File: src/rtl/ttl_counter_pseudoclk.sv
// 74x161/163/191-style counter clocked by clk; tclk edges are detected and act in the same clk cycle.
// q and wrap are registered (one clk after the edge); rco is combinational from q, ent and up.
module ttl_counter_pseudoclk #(
  parameter int             W         = 4,
  parameter int             ASYNC_CLR = 1,
  parameter int             UPDOWN    = 0,
  parameter int             EDGE_POS  = 1,
  parameter logic [W-1:0]   INIT      = '0
) (
  input  logic         clk,
  input  logic         rst_n,
  input  logic         tclk,
  input  logic         clr_n,
  input  logic         load_n,
  input  logic         enp,
  input  logic         ent,
  input  logic         up,
  input  logic [W-1:0] din,
  output logic [W-1:0] q,
  output logic         rco,
  output logic         wrap
);

  localparam logic [W-1:0] ONE = W'(1);

  logic         r_last;
  logic [W-1:0] r_q;
  logic         r_wrap;

  logic         w_act;
  logic         w_down;
  logic         w_tc;
  logic [W-1:0] w_q_nxt;
  logic         w_wrap_nxt;

  assign w_act  = (EDGE_POS != 0) ? (tclk & ~r_last) : (~tclk & r_last);
  assign w_down = (UPDOWN != 0) & ~up;
  assign w_tc   = w_down ? (r_q == '0) : (r_q == '1);

  always_comb begin
    w_q_nxt    = r_q;
    w_wrap_nxt = 1'b0;
    if ((ASYNC_CLR != 0) && !clr_n) begin
      w_q_nxt = '0;
    end else if (w_act) begin
      if (!clr_n) begin
        w_q_nxt = '0;
      end else if (!load_n) begin
        w_q_nxt = din;
      end else if (enp && ent) begin
        w_q_nxt    = w_down ? (r_q - ONE) : (r_q + ONE);
        w_wrap_nxt = w_tc;
      end
    end
  end

  // last resets to the idle level so the detector starts from a known quiescent state
  always_ff @(posedge clk or negedge rst_n) begin
    if (!rst_n) begin
      r_last <= (EDGE_POS == 0);
      r_q    <= INIT;
      r_wrap <= 1'b0;
    end else begin
      r_last <= tclk;
      r_q    <= w_q_nxt;
      r_wrap <= w_wrap_nxt;
    end
  end

  assign q    = r_q;
  assign wrap = r_wrap;
  assign rco  = ent & w_tc;

endmodule
File: config.mk
export PLATFORM = sky130hd
export DESIGN_NAME = ttl_counter_pseudoclk
export DESIGN_NICKNAME = d
export VERILOG_FILES = /design/src/rtl/ttl_counter_pseudoclk.sv
export SDC_FILE = /design/constraint.sdc
export NUM_CORES = 1
export LEC_CHECK = 0
export BUFFER_PORTS_ARGS = -buffer_cell sky130_fd_sc_hd__clkbuf_2
export CAP_MARGIN = 20
export CORE_AREA = 2 2 39 41
export CTS_BUF_LIST = sky130_fd_sc_hd__clkbuf_4 sky130_fd_sc_hd__clkbuf_8
export DETAILED_ROUTE_END_ITERATION = 10
export DIE_AREA = 0 0 41 43
export HOLD_SLACK_MARGIN = 0.08
export PLACE_DENSITY = 0.53
export SLEW_MARGIN = 20
export SYNTH_ARGS = -nofsm -noshare
export SYNTH_HDL_FRONTEND = slang
export SYNTH_SLANG_ARGS = --single-unit
File: constraint.sdc
create_clock -name clk -period 1.89 [get_ports clk]
set_input_delay 0.378 -clock clk [delete_from_list [all_inputs] [get_ports clk]]
set_output_delay 0.378 -clock clk [all_outputs]
set_load 0.02 [all_outputs]
==> qor.txt, run 1 <==
Status - complete, no violations
Avg Vias per Cell - 4.726
Yosys cell types - 25
Worst Max-Slew Pin Slew - 0.2358 ns
Layout cell share with drive strength beyond 1 - 36.84%
Total Wirelength - 771 um
Reg clk slew, reported paths - 0.04 ns
Initial antenna violation count - 0
Critical path required time - 1.51 ns
WP data arrival - 1.22 ns
CTS buffer count - 3
Hold Crit Class - input pin to flip-flop
Area share of the largest cell type after synthesis - 40.54%
Antenna cells - 0
RSZ-0062 raised after global routing - false
Fin crit period - 1.603 ns
FF-to-FF Start - r_last$_DFF_PN0_
Antenna Violating Nets Remaining - 0
Core outline area - 0.001384 sq mm
Crit-path max FO - 5
Die Ht - 43 um
Max Slew Vio Count - 0
Syn Std Cell Area - 370.4 sq um
CTS tree - yes
Residual DRC - 0
Setup violators final - 0
Register area share after synthesis - 40.54%
Multi-input logic area - 201.4 sq um
Final Cell Area - 491.7 sq um
DR pass1 iterations - 4
Crit. End Element - output pin
Most common cell in the netlist - dfrtp_1
Root Buffer - clkbuf_4
Max cap viols - 0
Hold Buf Count CTS - 1
H-Tree Depth - 1
Syn avg cell area - 9.746 sq um
Largest net degree at the start of global routing - 11
Global router's overall resource usage - 10.58%
Reg2reg setup slack - 0.64 ns
Top cells by count, synth - 6 x dfrtp_1, 5 x nand2_1
WL per Instance - 10.56 um
Gpl congestion - 0.7666
P per Cell Area - 651.4 mW/mm^2
Ys async rst share - 100.0%
Site Rows - 14
Setup crit end - rco
Die X - 41 um
Worst setup path start - q[0]$_DFFE_PN0P_
Relative slew slack - 84.03%
Area post-placement - 459.2 sq um
Fill cells - 148
Area Overhead vs Synth - 32.77%
Worst Skew - 0.002835 ns
Post_cts resized - 0
Final period utilization - 84.80%
Synth area leader - dfrtp_1
Max frequency - 623.9 MHz
I/O pins - 18
Routed vias - 345
Hpwl dp - 632.7 um
Placed cell count - 69
Worst R2R End - q[3]$_DFFE_PN0P_
Fin util - 35.53%
Clock latency on the worst-skew pair - 0.24 ns
Vias in the first global route - 291
Number of I/O port buffers - 16
Global-route wire length before repair - 1173 um
Layout Cells excl Fill - 73
EDFF count, synth - 0
Synth Instances - 38
Reg2reg path depth - 4
Top_reg_cell synth - dfrtp_1
TritonCTS Sinks - 6
YS warnings - 0
Final Hold Vio Count - 0
Crit start category - flip-flop
Iter 0 DRT Violations - 5
Grt ovf - 0
Critical path class - flip-flop to output pin
Final TNS setup - 0 ns
Nets - 72
Max VDD drop - 0.3819 mV
Setup Fix Bufs, Post-CTS - 0
Initial core utilization - 26.76%
Max clock buf depth - 2
Lkg Pwr - 0.2524 nW
Die area - 0.001763 sq mm
Syn nets - 51
Top post-synthesis cells by area - dfrtp_1 41%, a21boi_4 5.1%, nand2_1 5.1%
Reg area - 150.1 sq um
Hold WS - 0.2708 ns
Seq cells post-synth - 6
Hold Startpoint - tclk
## area by class of cell
cell class	instances	area share (%)
Timing Repair Buffer	17	18.32
Multi-Input combinational cell	29	40.97
Sequential cell	6	30.53
Tap cell	16	4.071
Clock buffer	3	4.580
Inverter	2	1.527
## stage by stage
stage / setup slack (ns) / total power [mW]
floorplan: 0.5292 / 0.1781
CTS: 0.2693 / 0.3271
global route: 0.1649 / 0.3402
global placement: 0.5181 / 0.2041
detailed placement: 0.5184 / 0.2042
finish: 0.2873 / 0.3203
## metal layers
layer  vias to the layer above  GRT usage, %  share of wire (%)
li1                        182             -                  -
met1                       151         13.03                 48
met2                        12         12.81                 42
met3                         0         9.424                9.3
met4                         0         4.000                  0
met5                         -             0                  0
## worst min path at each step
stage | cells after the start | slack, ns | endpoint
after floorplan | 0 | 0.08 | q[0]$_DFFE_PN0P_
after global placement | 1 | 0.21 | r_last$_DFF_PN0_
after detailed placement | 1 | 0.21 | wrap$_DFF_PN0_
after CTS | 1 | 0.26 | r_last$_DFF_PN0_
after global routing | 1 | 0.27 | r_last$_DFF_PN0_
final | 1 | 0.27 | r_last$_DFF_PN0_
## flip-flops by register name, indices dropped and copies added (netlist names)
| register | flops |
|---|---|
| wrap | 1 |
| r_last | 1 |
| q | 4 |
## worst max-delay path, cell delays in order, from the launching register on
cell	delay [ns]
dfrtp_1	0.40
ha_1	0.22
nand4_1	0.13
inv_1	0.07
clkbuf_2	0.16
## cell usage in the layout (no fill, tap or decap)
| cell type | instances |
|---|---|
| clkbuf_2 | 16 |
| dfrtp_1 | 6 |
| nand2_1 | 5 |
| clkbuf_4 | 3 |
| inv_1 | 2 |
| nor3_1 | 2 |
| nor2_1 | 2 |
| nand3_1 | 2 |
| nand4_1 | 1 |
| nand3b_1 | 1 |
| nand2b_1 | 1 |
| a21boi_4 | 1 |
| o211ai_1 | 1 |
| o21ai_0 | 1 |
| a21boi_1 | 1 |
| nor3b_1 | 1 |
| a21oi_1 | 1 |
| nand4b_1 | 1 |
| a31oi_1 | 1 |
| a21boi_0 | 1 |
| o311ai_1 | 1 |
| and4_2 | 1 |
| a221o_1 | 1 |
| mux2i_1 | 1 |
| o211a_1 | 1 |
| ha_1 | 1 |
| dlygate4sd3_1 | 1 |
## cell families (layout without fill, tap and decap cells)
group,Yosys count,count (layout),share of synthesized area (%)
and+or+nand+nor,17,17,25.01
AOI/OAI and AO/OA,10,10,23.31
DFF,6,6,40.54
buffers and inverters,3,22,5.068
adders and majority gates,1,1,3.378
muxes,1,1,2.703
## power by group
group          internal (mW)  switching [mW]  total (mW)
logic                 0.0269          0.0322      0.0591
registers              0.136         0.00834       0.144
clock network         0.0718          0.0454       0.117
total                  0.234          0.0859       0.320
No activity file was read; power rests on OpenSTA's default activity.
==> run 2, diff against run 1 <==
clock period = 1.5 ns   (was 1.89 ns; I/O delays follow)
==> run 2 against run 1 <==
Net effect: sequential share of layout area is 2.9 points lower; total power grew 29%; routed wire length grew 10%; highest routed layer unchanged; count of clock-buffer cells in the layout did not move; cell area is 11% higher; final cell count grew 6.8%; non-clock buffer count rose by 5; largest cell class unchanged; core utilization up 3.8 points; register-to-register slack worse by 0.45 ns; global-route usage increased by 0.31 points; worst hold slack got worse by 0.072 ns; worst setup slack got worse by 0.22 ns.
==> qor.txt, run 2 (synthesis gave the netlist of run 1 again) <==
Status - complete, no violations
Initial antenna violation count - 0
WP data arrival - 1.13 ns
Final Hold Vio Count - 0
Hold Path Depth - 1
Max reg flops - 4
Slowest-stage cell, CP - dfrtp_1
Max VDD drop - 0.4756 mV
Hpwl dp - 651.3 um
Reg2reg path depth - 5
Max clock buf depth - 2
Initial core utilization - 26.76%
H-Tree Depth - 1
Antenna Violating Nets Remaining - 0
Die area - 0.001763 sq mm
Total Wirelength - 851 um
Nets - 77
Gpl congestion - 0.7803
Grt ovf - 0
Layout cell share with drive strength beyond 1 - 43.55%
Number of I/O port buffers - 16
Relative slew slack - 81.57%
Commonest non-fill, non-tap cell in the layout - clkbuf_2
Global router's overall resource usage - 10.90%
I/O pins - 18
P per Cell Area - 760.6 mW/mm^2
Largest net degree at the start of global routing - 7
Iter 0 DRT Violations - 6
Clock latency on the worst-skew pair - 0.24 ns
CP cell instances - ha_4 > nand4_1 > inv_1 > buf_4
Lkg Pwr - 0.2772 nW
Die X - 41 um
Core outline area - 0.001384 sq mm
WL per Instance - 10.91 um
Max cap viols - 0
Area Overhead vs Synth - 46.96%
Worst Skew - 0.003303 ns
Pre-CTS setup slack - 0.2067 ns
Fin crit period - 1.428 ns
Final period utilization - 95.19%
Residual DRC - 0
Max frequency - 700.4 MHz
Critical path class - flip-flop to output pin
Setup violators final - 0
Crit-path max FO - 2
Reg clk slew, reported paths - 0.04 ns
Avg Vias per Cell - 4.897
CTS buffer count - 3
Worst Max-Slew Pin Slew - 0.2755 ns
Max Slew Vio Count - 0
CP peak stage delay - 0.41 ns
Most frequent cells in the layout - 15 x clkbuf_2, 6 x buf_4, 6 x dfrtp_1
Global-route wire length before repair - 1269 um
Vias in the first global route - 316
Routed vias - 382
Worst setup path start - q[1]$_DFFE_PN0P_
Crit. End Element - output pin
Hold Crit Class - input pin to flip-flop
Root Buffer - clkbuf_4
DR pass1 iterations - 3
Critical path required time - 1.20 ns
Site Rows - 14
Antenna cells - 0
Setup ws final - 0.07221 ns
Hold Startpoint - tclk
TritonCTS Sinks - 6
Crit start category - flip-flop
FF-to-FF Start - q[1]$_DFFE_PN0P_
Die Ht - 43 um
CTS tree - yes
Fin util - 39.33%
-- run 2: through the flow --
| step | setup TNS [ns] | area (sq um) | cells | power (mW) | hold WS [ns] |
|---|---|---|---|---|---|
| floorplan | 0 | 370.4 | 38 | 0.2244 | 0.004409 |
| global placement | 0 | 466.7 | 70 | 0.2591 | 0.1307 |
| detailed placement | 0 | 466.7 | 70 | 0.2589 | 0.1294 |
| CTS | 0 | 516.7 | 76 | 0.4156 | 0.1970 |
| global route | -0.003167 | 544.3 | 78 | 0.4397 | 0.1939 |
| finish | 0 | 544.3 | 78 | 0.4140 | 0.1990 |
-- run 2: cell type report --
class                      count  area (sq um)
tap                           16         20.02
timing repair buffer          22         130.1
multi-input combinational     29         214.0
inverter                       2         7.507
fill                         145         839.6
clock buffer                   3         22.52
sequential                     6         150.1
-- run 2: layer usage --
layer  track usage (%)  routed length, um  up-vias
met5                 0                  0        -
met4             2.000                  0        0
met3             7.853                 63        0
met2             15.31                397       12
met1             13.40                390      178
li1                  -                  -      192
-- run 2: where the power goes --
part | internal [mW] | switching, mW
sequential | 0.171 | 0.0100
clock | 0.0903 | 0.0557
combinational | 0.0427 | 0.0443
-- run 2: path summary, 6_finish.rpt --
| check | slack, ns | to |
|---|---|---|
| worst max-delay path | 0.07 | rco |
| worst min-delay path | 0.20 | r_last$_DFF_PN0_ |
| worst max register to register | 0.19 | q[3]$_DFFE_PN0P_ |
| worst min register to register | 0.56 | wrap$_DFF_PN0_ |
| max in group asynchronous | 0.95 | q[1]$_DFFE_PN0P_ |
| min in group asynchronous | 0.41 | wrap$_DFF_PN0_ |
-- run 2: what timing repair did --
action / 4_1_cts / 5_1_grt
hold endpoints to repair: 6 / 0
pin swaps: 0 / 1
resized for setup: 1 / 3
setup buffers: 2 / 2
endpoints found under the setup margin: 1 / 1
hold buffers: 1 / 0
-- run 2: critical path, delay by kind of cell (launching register included) --
kind	cells	cell delay (ns)
flip-flops	1	0.41
AND/OR/NAND/NOR	1	0.11
buffers and inverters	2	0.20
adder cells (fa/ha/maj)	1	0.18
